<file path="src/rtl/muldiv_seq.sv">
// Sequences one MULT/MULTU/DIV/DIVU op through the shared iterative units and
// produces a single-cycle HI/LO write-back pulse. Includes a divide-by-zero fast path and a watchdog.
module muldiv_seq #(
   parameter int unsigned TIMEOUT_CYC = 64
) (
   input  logic        clk,
   input  logic        rst,
   input  logic        op_valid,
   input  logic [1:0]  op_sel,
   input  logic [31:0] src_a,
   input  logic [31:0] src_b,
   input  logic        flush,
   input  logic        ex_hold,
   output logic        mul_start,
   output logic        mul_signed,
   output logic [31:0] mul_a,
   output logic [31:0] mul_b,
   input  logic        mul_ready,
   input  logic [63:0] mul_result,
   output logic        div_start,
   output logic        div_signed,
   output logic [31:0] div_a,
   output logic [31:0] div_b,
   output logic        div_annul,
   input  logic        div_ready,
   input  logic [63:0] div_result,
   output logic        stallreq,
   output logic        hi_we,
   output logic        lo_we,
   output logic [31:0] hi_wdata,
   output logic [31:0] lo_wdata,
   output logic        busy,
   output logic        err
);

   localparam int unsigned CntW = $clog2(TIMEOUT_CYC);
   localparam logic [CntW-1:0] CntLast = CntW'(TIMEOUT_CYC - 1);

   typedef enum logic [2:0] {
      StIdle,
      StMulRun,
      StDivRun,
      StDone,
      StHold,
      StErr
   } state_e;

   state_e          state_q, state_d;
   logic [CntW-1:0] cnt_q, cnt_d;
   logic [1:0]      op_sel_q, op_sel_d;
   logic [31:0]     a_q, a_d;
   logic [31:0]     b_q, b_d;
   logic [31:0]     hi_q, hi_d;
   logic [31:0]     lo_q, lo_d;

   always_ff @(posedge clk) begin
      if (!rst) begin
         state_q  <= StIdle;
         cnt_q    <= '0;
         op_sel_q <= '0;
         a_q      <= '0;
         b_q      <= '0;
         hi_q     <= '0;
         lo_q     <= '0;
      end else begin
         state_q  <= state_d;
         cnt_q    <= cnt_d;
         op_sel_q <= op_sel_d;
         a_q      <= a_d;
         b_q      <= b_d;
         hi_q     <= hi_d;
         lo_q     <= lo_d;
      end
   end

   always_comb begin
      state_d   = state_q;
      cnt_d     = cnt_q;
      op_sel_d  = op_sel_q;
      a_d       = a_q;
      b_d       = b_q;
      hi_d      = hi_q;
      lo_d      = lo_q;
      mul_start = 1'b0;
      div_start = 1'b0;
      div_annul = 1'b0;
      stallreq  = 1'b0;
      hi_we     = 1'b0;
      lo_we     = 1'b0;
      err       = 1'b0;

      unique case (state_q)
         StIdle: begin
            stallreq = op_valid & ~flush;
            if (op_valid && !flush) begin
               op_sel_d = op_sel;
               a_d      = src_a;
               b_d      = src_b;
               cnt_d    = '0;
               if (!op_sel[1]) begin
                  state_d = StMulRun;
               end else if (src_b != 32'd0) begin
                  state_d = StDivRun;
               end else begin
                  // Divide-by-zero never reaches the divider.
                  hi_d    = src_a;
                  lo_d    = 32'hFFFF_FFFF;
                  state_d = StDone;
               end
            end
         end
         StMulRun: begin
            stallreq  = 1'b1;
            mul_start = 1'b1;
            cnt_d     = cnt_q + 1'b1;
            if (mul_ready) begin
               hi_d    = mul_result[63:32];
               lo_d    = mul_result[31:0];
               state_d = StDone;
            end else if (cnt_q == CntLast) begin
               state_d = StErr;
            end
         end
         StDivRun: begin
            stallreq  = 1'b1;
            div_start = 1'b1;
            cnt_d     = cnt_q + 1'b1;
            if (div_ready) begin
               hi_d    = div_result[63:32];
               lo_d    = div_result[31:0];
               state_d = StDone;
            end else if (cnt_q == CntLast) begin
               div_annul = 1'b1;
               state_d   = StErr;
            end
         end
         StDone: begin
            hi_we   = 1'b1;
            lo_we   = 1'b1;
            state_d = ex_hold ? StHold : StIdle;
         end
         StHold: begin
            if (!ex_hold) begin
               state_d = StIdle;
            end
         end
         StErr: begin
            err     = 1'b1;
            state_d = ex_hold ? StHold : StIdle;
         end
         default: begin
            state_d = StIdle;
         end
      endcase

      // Flush overrides everything, including a result arriving this same cycle.
      if (flush) begin
         state_d  = StIdle;
         hi_d     = hi_q;
         lo_d     = lo_q;
         hi_we    = 1'b0;
         lo_we    = 1'b0;
         stallreq = 1'b0;
         if (state_q == StDivRun) begin
            div_annul = 1'b1;
         end
      end
   end

   assign busy       = (state_q != StIdle);
   assign mul_signed = busy & ~op_sel_q[1] & ~op_sel_q[0];
   assign div_signed = busy & op_sel_q[1] & ~op_sel_q[0];
   assign mul_a      = a_q;
   assign mul_b      = b_q;
   assign div_a      = a_q;
   assign div_b      = b_q;
   assign hi_wdata   = hi_q;
   assign lo_wdata   = lo_q;

endmodule

</file>
<file path="config.mk">
export PLATFORM = sky130hd
export DESIGN_NAME = muldiv_seq
export DESIGN_NICKNAME = d
export VERILOG_FILES = /design/src/rtl/muldiv_seq.sv
export SDC_FILE = /design/constraint.sdc
export NUM_CORES = 1
export LEC_CHECK = 0
export CAP_MARGIN = 20
export CORE_AREA = 5 5 153 155
export DETAILED_ROUTE_END_ITERATION = 10
export DIE_AREA = 0 0 158 160
export PLACE_DENSITY = 0.69
export SYNTH_ARGS = -nofsm -noshare
export SYNTH_HDL_FRONTEND = slang
export SYNTH_SLANG_ARGS = --single-unit
export TNS_END_PERCENT = 100
</file>
<file path="constraint.sdc">
create_clock -name clk -period 1.9 [get_ports clk]
set_input_delay 0.19 -clock clk [delete_from_list [all_inputs] [get_ports clk]]
set_output_delay 0.19 -clock clk [all_outputs]
set_load 0.01 [all_outputs]
</file>
==> results by group <==
Logic synthesis
  – Syn Area/Cell: 8.52 um2
  – Synth Register Bits: 139
  – Synth cell types: 46
  – Post-synth ARST share: 0%
  – Synthesized Nets: 1007
  – Seq/Total Area, Yosys: 40.6%
  – Mapped Area: 6860 um2
  – Synth warn: 0
  – Cell count after synthesis: 805
  – Post-synth EDFFs: 0
  – Main synth FF type: dfxtp_1

Timing
  – Post-layout min period: 1.83 ns
  – Layout Skew: 0.00583 ns
  – Final slew viol count: 0
  – Worst-Margin Slew: 0.654 ns
  – Hold Vio Cnt, Final: 0
  – RSZ-0062 raised after global routing: false
  – Final setup violation count: 0
  – Achievable frequency: 547 MHz
  – Min Hold Slack: 0.0995 ns
  – Final worst-path cycle share: 96.2%
  – Slew headroom: 56.4%

Setup path
  – Startpoint types: primary input
  – Worst Path Arrival: 2.11 ns
  – Slowest CP cell: nor4_1
  – CP delay by family, top: simple AND/OR/NAND/NOR gates
  – CP Capture Type: flip-flop
  – Reg2reg path depth: 8
  – Crit-path cells: clkdlybuf4s50_1, nor4_1, nand4_1, o21ai_2, nand2b_2, buf_12, mux2i_1
  – Slowest stage delay, CP: 0.48 ns
  – Setup CP Type: in2reg
  – Required @ worst endpoint: 2.19 ns
  – Buffers and inverters on the worst path: 2
  – CP max FO: 32
  – Worst R2R Setup Slack: 0.16 ns
  – Worst r2r src: state_q[0]
  – Levels on crit path: 7
  – R2R Path End: hi_wdata[20]

Floorplanning
  – Cell Rows: 54
  – Io pins: 403
  – Core Area: 21700 um2
  – Starting Density: 31.6%
  – Die area: 25300 um2
  – Die X-Extent: 158 um
  – DIE HEIGHT: 160 um

Layout
  – Fin nets: 1348
  – ANT cells: 0
  – Fillers: 1984
  – Final Cell Area: 11600 um2
  – Layout overhead on the synthesized area: 68.9%
  – Finished Layout Cells: 1437
  – Layout cell share with drive strength beyond 1: 8.38%

Clock network
  – Worst-path clk slew: 0.06 ns
  – H-tree lvl count: 4
  – CTS tree: built
  – CTS buffer count: 17
  – CTS root buf: clkbuf_16
  – Clk sinks: 139
  – Worst skew pair latency: 0.41 ns
  – CTS max path bufs: 2
  – Post-cts hold buffer count: 0

Status
  – Status: complete, no violations

Global route
  – Largest net degree at the start of global routing: 131
  – Initial antenna violation count: 0
  – Vias in the first global route: 7002
  – First-pass GRT wire length: 38.5 mm
  – Overall routing resource usage: 19.3%
  – Global route overflow: 0

Route
  – Vias post-DR: 7010
  – Drt pass-1 iters: 5
  – Routed Antenna Nets: 0
  – Initial drt markers: 347
  – DR vias/cell: 4.88
  – DRC viols: 0
  – Average wire per standard cell: 17.7 um
  – Wirelength, routed: 25.5 mm

Min path
  – Hold Crit Start: rst
  – HP Class: in2reg
  – WHS Path Cells: 2
  – Hold endpoint: cnt_q[2]

Placement
  – Post-DP HPWL: 19.5 mm
  – Placer Congestion: 0.883
  – Cell Count Post-Placement: 1405
  – Buffers on Ports: 402
  – Area after DPL: 10900 um2

Pwr
  – Peak supply drop: 0.473 mV
  – Pwr dens: 702 nW/um2
  – Pleak: 4.63 nW

Flow run
  – Max Cap Viol: 0
stage by stage:
step	power [W]	util (%)	TNS (ns)	worst slack, ns
2_1_floorplan	0.00372	-	0	0.227
3_3_place_gp	0.00459	50.5	-24.11	-0.405
3_5_place_dp	0.00460	50.5	-25.07	-0.423
4_1_cts	0.00825	53.4	0	0.00675
5_1_grt	0.00848	53.4	0	0.00591
6_report	0.00814	53.4	0	0.0718
worst max-delay path by stage:
stage          startpoint            to  slack, ns
6_report         src_b[0]  hi_wdata[20]       0.07
5_1_grt        state_q[0]    mul_signed      0.006
4_1_cts          cnt_q[2]     div_annul      0.007
3_5_place_dp    src_b[23]  hi_wdata[20]      -0.42
3_3_place_gp    src_b[23]   lo_wdata[0]      -0.41
2_1_floorplan  state_q[0]  lo_wdata[20]       0.23
kinds of logic after synthesis:
| kind of cell | count (synthesis) | share of synthesized area (%) |
|---|---|---|
| muxes | 33 | 4.81 |
| buffers and inverters | 133 | 12.0 |
| and+or+nand+nor | 281 | 18.3 |
| xor gates and xnor gates | 2 | 0.255 |
| DFF | 139 | 40.6 |
| adders and majority gates | 1 | 0.182 |
| AOI/OAI and AO/OA | 216 | 23.9 |
cell usage after synthesis, types with 2 or more instances:
library cell  number  area share, %
nor4_1             8           0.73
o221a_1           30            4.9
buf_2             20            1.5
nor2b_1            3           0.27
dfxtp_1          139             41
nand2b_1           3           0.27
o221a_2            2           0.33
inv_1              2           0.11
a22o_1            32            4.1
and2_1            12            1.1
a21boi_1          66            7.2
nand4_1            3           0.27
nand2_1          169            9.2
nor2_1            43            2.4
and3_1             4           0.36
a21oi_1           36            2.6
clkbuf_1          35            1.9
a22oi_1            2           0.22
nor3_1             4           0.29
buf_4             71            7.8
nand3b_1           3           0.33
nor3b_2            2           0.36
o21ai_0            6           0.44
and2_0            21            1.9
o22ai_1           33            3.0
mux2i_1           33            4.8
buf_6              4           0.66
cell type report:
| type | instances | area [um2] | share of cell area, % |
|---|---|---|---|
| flip-flops and latches | 139 | 2790 | 24.1 |
| inverters | 3 | 11.3 | 0.0972 |
| multi-input cells | 533 | 3290 | 28.3 |
| clock inverters | 12 | 198 | 1.71 |
| well taps | 280 | 350 | 3.02 |
| clock buffers | 18 | 439 | 3.79 |
| repair buffers | 452 | 4520 | 39.0 |
state kept, by name (all words and copies together), names as in the netlist:
name	cells
cnt_q	6
div_a	32
div_b	32
hi_wdata	32
lo_wdata	32
op_sel_q	2
state_q	3
report_power, final:
group,switching [W],internal [W],total [W]
clock,0.00126,0.00235,0.00361
combinational,0.000586,0.000865,0.00145
sequential,0.0000756,0.00301,0.00308
placed cells by master, fill, tap and decap left out, types with 3 or more instances in the layout:
master           count
clkdlybuf4s50_1    391
nand2_1            169
dfxtp_1            136
a21boi_1            66
nor2_1              43
buf_4               39
a21oi_1             36
mux2i_1             33
a22o_1              32
o22ai_1             32
o221a_1             30
and2_0              21
clkbuf_16           17
and2_1              12
buf_12              11
nor4_1               8
dlygate4sd2_1        8
o21ai_0              6
bufinv_16            5
nor3_1               4
and3_1               4
nand4_1              3
nand3b_1             3
clkinv_2             3
repair_timing:
action                                  CTS  global route
buffers inserted                          1             1
pin swaps                                 1             3
resized for setup                        18             3
endpoints found under the setup margin   10            29
hold endpoints to repair                  0             0
routing by layer:
metal | vias up | track usage, % | routed length [um] | part of all wire, %
li1 | 3430 | - | - | -
met1 | 3250 | 22.5 | 9970 | 39
met5 | - | 0 | 0 | 0
met4 | 0 | 7.13 | 673 | 2.6
met2 | 294 | 33.4 | 12700 | 50
met3 | 36 | 5.39 | 2160 | 8.5
Note: power is estimated with default switching activity, not from simulation.
